--- src/rtl/mul_seq_ctrl.sv ---
// Iterative shift-add multiplier with IDLE/CALC/DONE sequencing, one partial product per clock.
// Optional build macro MUL_SEQ_EARLY_TERM_EN ends CALC as soon as no multiplier bits remain.
module mul_seq_ctrl #(
    parameter int WIDTH = 16,
    parameter int CNT_W = 5
) (
    input  logic                 clk,
    input  logic                 rst,
    input  logic                 start,
    input  logic [WIDTH-1:0]     op_a,
    input  logic [WIDTH-1:0]     op_b,
    output logic                 busy,
    output logic                 done,
    output logic [2*WIDTH-1:0]   product
);

    typedef enum logic [1:0] {IDLE, CALC, DONE} state_t;

    state_t               state;
    logic [CNT_W-1:0]     cnt;
    logic [2*WIDTH-1:0]   mcand;
    logic [2*WIDTH-1:0]   acc;
    logic [WIDTH-1:0]     mplier;

    logic [2*WIDTH-1:0]   acc_next;
    logic [WIDTH-1:0]     mplier_next;
    logic                 last_step;

    function automatic logic [2*WIDTH-1:0] pp_add(input logic [2*WIDTH-1:0] a,
                                                  input logic [2*WIDTH-1:0] m,
                                                  input logic             sel);
        return sel ? (a + m) : a;
    endfunction

    always_comb begin
        acc_next    = pp_add(acc, mcand, mplier[0]);
        mplier_next = mplier >> 1;
`ifdef MUL_SEQ_EARLY_TERM_EN
        last_step   = (cnt == CNT_W'(WIDTH - 1)) || (mplier_next == '0);
`else
        last_step   = (cnt == CNT_W'(WIDTH - 1));
`endif
    end

    always_ff @(posedge clk) begin
        if (rst) begin
            state   <= IDLE;
            cnt     <= '0;
            mcand   <= '0;
            mplier  <= '0;
            acc     <= '0;
            product <= '0;
        end else begin
            case (state)
                IDLE: begin
                    if (start) begin
                        mcand  <= {{WIDTH{1'b0}}, op_a};
                        mplier <= op_b;
                        acc    <= '0;
                        cnt    <= '0;
                        state  <= CALC;
                    end
                end
                CALC: begin
                    acc    <= acc_next;
                    mcand  <= mcand << 1;
                    mplier <= mplier_next;
                    cnt    <= cnt + CNT_W'(1);
                    // Load the final sum on entry to DONE so product is already valid while done is high.
                    if (last_step) begin
                        product <= acc_next;
                        state   <= DONE;
                    end
                end
                DONE: begin
                    state <= IDLE;
                end
                default: begin
                    state <= IDLE;
                end
            endcase
        end
    end

    assign busy = (state != IDLE);
    assign done = (state == DONE);

endmodule

--- config.mk ---
export PLATFORM = sky130hd
export DESIGN_NAME = mul_seq_ctrl
export DESIGN_NICKNAME = d
export VERILOG_FILES = /design/src/rtl/mul_seq_ctrl.sv
export SDC_FILE = /design/constraint.sdc
export NUM_CORES = 1
export LEC_CHECK = 0
export BUFFER_PORTS_ARGS = -buffer_cell sky130_fd_sc_hd__buf_4
export CORE_MARGIN = 2
export CORE_UTILIZATION = 53
export CTS_CLUSTER_SIZE = 30
export DETAILED_ROUTE_END_ITERATION = 7
export GPL_TIMING_DRIVEN = 0
export PLACE_DENSITY = 0.79
export REMOVE_ABC_BUFFERS = 1
export SLEW_MARGIN = 20
export SYNTH_ARGS = -nofsm -noshare
export SYNTH_HDL_FRONTEND = slang
export SYNTH_SLANG_ARGS = --single-unit
--- constraint.sdc ---
create_clock -name clk -period 2.38 [get_ports clk]
set_input_delay 0.238 -clock clk [delete_from_list [all_inputs] [get_ports clk]]
set_output_delay 0.238 -clock clk [all_outputs]
set_load 0.005 [all_outputs]
==> metrics.yaml, run 1 <==
synth.ff_latch_count: 119
critPathKind: "reg -> reg"
gr-total-overflow: 0
startpoint_type: "register"
reg2reg_slack_ns: -0.25
drc: 0
drt_wl_total_um: 17420
vias: 6070
worstPathMaxFanout: 4
nets: 901
slew_headroom: 0.3648
yosys.area_share.simple: 0.1881
drive_gt1_frac: 0.2521
fin_crit_ns: 2.629
r2r_cells: 10
core_um2: 11420
power_switching_share: 0.2345
clock_path_buffers: 2
skew_ns: 0.009662
die_h_um: 112.3
drt-pass1-iter-count: 7
port_buffers: 68
synth_top_family_by_area: "compound AO/OA/AOI/OAI gates"
maxCapViolCount: 0
postPlaceCellArea_um2: 6778
syn_area_per_cell_um2: 8.076
syn_inst: 770
synth_edf_count: 0
setup_viol: 37
dieArea_um2: 12620
syn_area_um2: 6218
grt_max_degree: 69
hold_buffers: 0
synth-compound-area-share: 0.2577
wl_per_cell_um: 17.63
rsz0062_at_grt: "yes"
drv_slew: 0
p_total_mw: 5.344
power_density_nw_per_um2: 662.3
numCtsBuffers: 17
synth-adder-area-share: 0.06962
clk_pin_slew_ns: 0.06
r2r-end: "acc[31]"
hold_class: "in -> reg"
p_sw_mw: 1.253
critPathLaunch: "acc[4]"
failed_checks: "setup timing"
finalNonFillerCells: 988
dpl.hpwl_um: 10540
rows: 39
design_area_um2: 8069
synthMuxAreaShare: 0.02757
worst_pin_slew_ns: 0.9518
end_kind: "register"
cts_tree: "done"
power.clock.fraction: 0.511
synth_ff_type: "dfxtp_1"
cts-root-buf: "clkbuf_16"
crit_path_end: "acc[31]"
clk_latency_ns: 0.42
p_comb_frac: 0.094
area_delta_synth_final_pct: 29.76
p_leak_nw: 3.349
final.period_utilization: 1.105
dp.cells: 930
pin_count: 69
diodes: 0
cts.sinks: 119
setup_ws_ns: -0.2488
htreeDepth: 4
gp_congestion: 0.9634
synth_xor_area_frac: 0.03380
drt-initial-drc-count: 405
synth.area.top_cells: "dfxtp_1, nor2_1, ha_1"
yosysUniqueCellTypes: 60
start_util: 0.5446
ys_top_cells_by_count: "nor2_1, dfxtp_1, a21oi_1, o21ai_0, clkbuf_1"
ys_seq_area_frac: 0.3831
p_int_mw: 4.090
grt_use_total: 0.2681
power_frac_seq: 0.395
ir_drop_mv: 0.4774
max_freq_mhz: 380.4
synth_top_area_frac: 0.3831
synth_top_area_cell: "dfxtp_1"
ys_warn_count: 0
status: "complete, but fails checks"
crit_arrival_ns: 2.90
grt_pass1_wl_um: 27470
cp.required_ns: 2.65
first_global_vias: 5885
die_w_um: 112.3
rr_startpoint: "acc[4]"
async_flop_share: 0
viasPerCell: 6.144
hold_viol: 0
synth_most_common_cell: "nor2_1"
final_util: 0.7067
final_antenna_net_count: 0
antenna_found_initial: 0
## layout by cell type (no fill, tap or decap), types with 5 or more instances in the layout
cell type and instances:
a211oi_1 13, a21o_1 18, a21oi_1 53, a21oi_2 8, a22o_1 5, a22oi_1 34
a31oi_1 7, buf_4 90, clkbuf_16 17, dfxtp_1 106, dfxtp_2 10, ha_1 18
ha_2 5, ha_4 10, inv_1 10, mux2i_1 16, nand2_1 25, nand3_1 14
nand4_1 9, nor2_1 138, nor2_2 5, nor2b_1 7, nor3_1 33, o21ai_0 53
o21ai_2 5, xnor2_1 12, xor2_1 8
## flip-flops by register name (all words and copies together) (netlist names)
| name | flops |
|---|---|
| product | 32 |
| cnt | 5 |
| mplier | 16 |
| mcand | 32 |
| acc | 32 |
| state | 2 |
## routing by layer
metal,share of wire,track usage
met1,0.43,0.3223
met2,0.49,0.4486
met3,0.053,0.05940
met4,0.030,0.1431
met5,0,0
## stage by stage
step           worst slack (ns)  setup TNS [ns]  hold WS (ns)
3_5_place_dp            -0.7934          -13.25        0.4656
2_1_floorplan           -0.3906          -8.472        0.3071
3_3_place_gp             -1.651          -69.53        0.4609
6_report                -0.2488          -3.889       0.06293
4_1_cts                 -0.1772          -1.380       0.05496
5_1_grt                 -0.2987          -7.567       0.08067
## power groups by stage
stage,clock network (mW),registers [mW],logic (mW)
detailed placement,0,2.15,0.421
global route,2.83,2.12,0.547
finish,2.73,2.11,0.503
global placement,0,2.15,0.384
floorplan,0,2.13,0.254
CTS,2.74,2.11,0.468
## cell families after synthesis
family	Yosys count
compound gates	249
buf+inv	65
simple gates	262
fa+ha+maj	34
xor+xnor	24
mux	17
flops	119
## layout make-up
| cell class | count | area (um^2) |
|---|---|---|
| Clock buffer | 24 | 481.7 |
| Clock inverter | 8 | 143.9 |
| Fill cell | 876 | 3349 |
| Inverter | 11 | 41.29 |
| Multi-Input combinational cell | 587 | 4045 |
| Sequential cell | 119 | 2406 |
| Tap cell | 143 | 178.9 |
| Timing Repair Buffer | 96 | 772.0 |
## critical path, cell delays in order (launching register included)
cell	delay, ns
dfxtp_2	0.34
ha_4	0.27
and2_4	0.17
nand3b_4	0.10
a211o_4	0.36
a21oi_4	0.16
o21ai_2	0.08
a2111o_1	0.45
and3_4	0.21
o311ai_2	0.21
a31oi_1	0.12
## repair_timing
| action | 4_1_cts | 5_1_grt |
|---|---|---|
| pin swaps | 31 | 21 |
| cloned | 0 | 1 |
| buffers inserted | 14 | 11 |
| setup endpoints to repair | 42 | 53 |
| gates resized for setup | 68 | 33 |
## worst min path at each step
stage / cells past startpoint / end / slack (ns) / from
floorplan: 1 / cnt[2] / 0.31 / rst
global placement: 2 / acc[29] / 0.46 / acc[29]
detailed placement: 2 / acc[30] / 0.47 / acc[30]
CTS: 3 / mplier[15] / 0.05 / op_b[15]
global route: 3 / mcand[0] / 0.08 / op_a[0]
finish: 3 / mplier[15] / 0.06 / op_b[15]
Note: power is estimated with default switching activity, not from simulation.
==> run 2, diff against run 1 <==
--- a/config.mk
+++ b/config.mk
@@ -11,7 +11,7 @@
 export CTS_CLUSTER_SIZE = 30
 export DETAILED_ROUTE_END_ITERATION = 7
 export GPL_TIMING_DRIVEN = 0
-export PLACE_DENSITY = 0.79
+export PLACE_DENSITY = 0.81
 export REMOVE_ABC_BUFFERS = 1
 export SLEW_MARGIN = 20
 export SYNTH_ARGS = -nofsm -noshare
==> run 2 against run 1 <==
Against the previous run:
- the flow still finishes with violations (setup timing)
- global-route usage rose by 2.0 points
- largest cell class unchanged
- count of clock-buffer cells in the layout fell by 6
- highest routed layer unchanged
- die area did not move
==> metrics.yaml, run 2 (same netlist as run 1, synthesis figures left out) <==
setup_viol: 31
area_delta_synth_final_pct: 31.31
p_leak_nw: 3.316
skew_ns: 0.01009
cp.required_ns: 2.66
final_util: 0.7151
max_freq_mhz: 375.5
dpl.hpwl_um: 10630
cts.sinks: 119
dieArea_um2: 12620
vias: 6169
rows: 39
gr-total-overflow: 0
hold_class: "in -> reg"
rsz0062_at_grt: "yes"
pin_count: 69
htreeDepth: 4
clock_path_buffers: 2
holdCritStartpoint: "op_b[15]"
viasPerCell: 6.238
num-fill-cells: 825
drive_gt1_frac: 0.2648
slew_headroom: 0.3173
start_util: 0.5446
status: "complete, but fails checks"
die_w_um: 112.3
drt-initial-drc-count: 376
critPathLaunch: "acc[3]"
wl_per_cell_um: 18.23
hold_buffers: 0
drv_slew: 0
diodes: 0
startpoint_type: "register"
postPlaceCellArea_um2: 6778
power_density_nw_per_um2: 660.5
final.period_utilization: 1.119
grt_use_total: 0.2882
finalNonFillerCells: 989
cts_tree: "done"
clk_pin_slew_ns: 0.06
layout_commonest_cell: "nor2_1"
drt_wl_total_um: 18030
crit_arrival_ns: 2.94
drt-pass1-iter-count: 5
gp_congestion: 0.9450
fin_crit_ns: 2.663
grt_max_degree: 69
worstPathMaxFanout: 4
numCtsBuffers: 17
multi_input_area_um2: 4130
cts-root-buf: "clkbuf_16"
setup_tns_ns: -4.011
p_total_mw: 5.393
failed_checks: "setup timing"
grt_pass1_wl_um: 29300
antenna_found_initial: 0
preCtsSetupSlack_ns: -0.7880
reg_top3: "acc x32, mcand x32, product x32"
die_h_um: 112.3
port_buffers: 68
regArea_um2: 2401
critPathKind: "reg -> reg"
first_global_vias: 6196
design_area_um2: 8165
setup_ws_ns: -0.2832
end_kind: "register"
maxCapViolCount: 0
clk_latency_ns: 0.43
drc: 0
dp.cells: 930
final_cell_mix: "nor2_1, dfxtp_1, buf_4, o21ai_0, a21oi_1"
ir_drop_mv: 0.5609
worst_pin_slew_ns: 1.023
final_antenna_net_count: 0
hold_viol: 0
nets: 902
fin_hold_ws_ns: 0.06204
core_um2: 11420
rr_startpoint: "acc[3]"
-- run 2: final cells by class --
type / count / area share
clock buffers: 18 / 0.05378
clock inverters: 14 / 0.02436
inverters: 11 / 0.005057
multi-input cells: 587 / 0.5058
flip-flops and latches: 119 / 0.2941
well taps: 143 / 0.02191
repair buffers: 97 / 0.09500
-- run 2: worst paths after layout --
path | to | slack (ns) | cells past startpoint
hold / removal | mplier[15] | 0.06 | 3
setup reg to reg | product[31] | -0.28 | 10
setup / recovery | product[31] | -0.28 | 10
hold reg to reg | product[13] | 0.48 | 2
-- run 2: critical path, cell delays in order, from the launching register on --
cell,delay [ns]
dfxtp_2,0.34
ha_4,0.28
and2_4,0.17
nand3b_4,0.08
a211o_4,0.36
a21oi_4,0.16
o21ai_2,0.08
a2111o_1,0.47
and3_4,0.21
o211ai_1,0.24
a31oi_1,0.13
-- run 2: routing by layer --
metal | GRT usage | vias up | share of wire
met5 | 0 | - | 0
met4 | 0.1488 | 0 | 0.036
met3 | 0.07559 | 75 | 0.064
met2 | 0.4896 | 247 | 0.49
met1 | 0.3348 | 2938 | 0.41
li1 | - | 2909 | -
-- run 2: repair_timing --
action,in CTS,in global routing
endpoints found under the setup margin,44,58
pin swaps,42,21
buffers inserted,19,7
gates resized for setup,64,43
cloned,1,0
-- run 2: report_power, final --
group	switching [mW]	internal, mW
clock	0.976	1.78
combinational	0.303	0.216
sequential	0.0627	2.05
total	1.34	4.05
==> run 3, diff against run 2 <==
--- a/config.mk
+++ b/config.mk
@@ -5,6 +5,7 @@
 export SDC_FILE = /design/constraint.sdc
 export NUM_CORES = 1
 export LEC_CHECK = 0
+export ABC_CLOCK_PERIOD_IN_PS = 2380
 export BUFFER_PORTS_ARGS = -buffer_cell sky130_fd_sc_hd__buf_4
 export CORE_MARGIN = 2
 export CORE_UTILIZATION = 53
@@ -17,3 +18,4 @@
 export SYNTH_ARGS = -nofsm -noshare
 export SYNTH_HDL_FRONTEND = slang
 export SYNTH_SLANG_ARGS = --single-unit
+export TNS_END_PERCENT = 20
==> run 3 against run 2 <==
Against the previous run:
- the run still ends with setup timing left
- maximum frequency increased by 1.3%
- register-to-register slack improved by 0.03 ns
- clock skew fell by 0.0024 ns
- power is 0.25% lower
- via count down 2.0%
- flip-flop and latch count stayed put
- final cell count down 0.40%
- hold slack lost 0.0011 ns
- utilization fell by 1.2 points
- critical endpoint is now product[26]
- largest cell class unchanged
==> metrics.yaml, run 3 (same netlist as run 1, synthesis figures left out) <==
drt-initial-drc-count: 439
die_w_um: 112.3
pin_count: 69
clock_path_buffers: 2
port_buffers: 68
power_density_nw_per_um2: 670.5
critPathLaunch: "mcand[0]"
diodes: 0
crit_arrival_ns: 2.96
max_stage_delay_ns: 0.36
finalNonFillerCells: 985
failed_checks: "setup timing"
final.period_utilization: 1.105
status: "complete, but fails checks"
reg2reg_slack_ns: -0.25
area_delta_synth_final_pct: 29.03
design_area_um2: 8024
maxCapViolCount: 0
r2r-end: "product[26]"
critPathTopFamily: "compound AO/OA/AOI/OAI gates"
final_util: 0.7027
rr_startpoint: "mcand[0]"
cts.sinks: 119
worstPathMaxFanout: 5
vias: 6044
nets: 898
hold_buffers: 0
clk_pin_slew_ns: 0.06
postPlaceCellArea_um2: 6778
worst-path-buf-inv: 1
wl_per_cell_um: 17.89
dpl.hpwl_um: 10630
fin_crit_ns: 2.630
critPathKind: "reg -> reg"
hold_class: "in -> reg"
layout_commonest_cell: "nor2_1"
first_global_vias: 6131
rows: 39
core_um2: 11420
slew_headroom: 0.2914
rsz0062_at_grt: "yes"
viasPerCell: 6.136
setup_ws_ns: -0.2503
clk_latency_ns: 0.43
numCtsBuffers: 17
cts_tree: "done"
r2r_cells: 12
grt_max_degree: 69
start_util: 0.5446
multi_input_area_um2: 4023
grt_pass1_wl_um: 29190
skew_ns: 0.007644
startpoint_type: "register"
max_freq_mhz: 380.2
drc: 0
p_leak_nw: 3.277
setup_viol: 26
worst_pin_slew_ns: 1.062
gp_congestion: 0.9450
end_kind: "register"
final_antenna_net_count: 0
antenna_found_initial: 0
slowest_stage: "fa_2"
drive_gt1_frac: 0.2542
dp.cells: 930
setup_tns_ns: -3.039
ir_drop_mv: 0.5596
cp.required_ns: 2.71
reg_top3: "acc x32, mcand x32, product x32"
regArea_um2: 2401
grt_use_total: 0.2854
fin_hold_ws_ns: 0.06094
crit_path_end: "product[26]"
worst-path-stages: 12
gr-total-overflow: 0
path_cells: "ha_4, fa_2, a21o_1, a21oi_4, o21ai_4, a31oi_4, o31ai_2, a31oi_1, buf_4, xnor2_2, mux2i_1, a211oi_1"
dieArea_um2: 12620
drv_slew: 0
drt_wl_total_um: 17620
htreeDepth: 4
hold_viol: 0
num-fill-cells: 845
cts-root-buf: "clkbuf_16"
final_cell_mix: "nor2_1, dfxtp_1, buf_4, o21ai_0, a21oi_1"
die_h_um: 112.3
drt-pass1-iter-count: 5
[run 3: changes by cell type in the layout (fill, tap and decap cells not counted), moves of 2 or more]
cell / before / now
ha_2: 3 / 5
xnor2_1: 11 / 13
buf_4: 92 / 89
a21oi_4: 4 / 2
ha_4: 12 / 9
[run 3: where the power goes]
group          internal, mW  switching, mW
clock                  1.78          0.976
combinational         0.210          0.299
sequential             2.05         0.0595
[run 3: what timing repair did]
action	in CTS	in global routing
gates resized for setup	61	31
setup buffers	19	3
pin swaps	38	16
hold endpoints to repair	0	0
setup endpoints to repair	44	58
cloned	1	0
[run 3: routing by layer]
layer,up-vias,track usage,wire (um)
li1,2899,-,-
met5,-,0,0
met4,0,0.1423,521
met1,2861,0.3406,7379
met2,230,0.4827,8619
met3,54,0.06695,1101
[run 3: cell type report]
type                            instances  share of cell area
Clock buffer                           18             0.05473
Clock inverter                         14             0.02479
Inverter                               11            0.005146
Multi-Input combinational cell        587              0.5013
Sequential cell                       119              0.2992
Tap cell                              143             0.02230
Timing Repair Buffer                   93             0.09247
[run 3: worst reg2reg max path, cell delays in order (launching register included)]
cell	delay, ns
dfxtp_2	0.34
ha_4	0.16
fa_2	0.36
a21o_1	0.20
a21oi_4	0.24
o21ai_4	0.13
a31oi_4	0.17
o31ai_2	0.08
a31oi_1	0.23
buf_4	0.16
xnor2_2	0.12
mux2i_1	0.10
a211oi_1	0.24
[run 3: worst min path at each step]
stage | from | end | slack (ns) | cells past startpoint
2_1_floorplan | rst | cnt[2] | 0.31 | 1
3_3_place_gp | acc[30] | acc[30] | 0.46 | 2
3_5_place_dp | product[13] | product[13] | 0.48 | 2
4_1_cts | op_b[15] | mplier[15] | 0.05 | 3
5_1_grt | op_b[15] | mplier[15] | 0.09 | 3
6_report | op_b[15] | mplier[15] | 0.06 | 3
[run 3: per-stage QoR]
stage | total power, mW | setup WS, ns
detailed placement | 2.564 | -0.7880
global placement | 2.532 | -1.605
global route | 5.544 | -0.3485
CTS | 5.379 | -0.1991
finish | 5.380 | -0.2503
floorplan | 2.388 | -0.3906
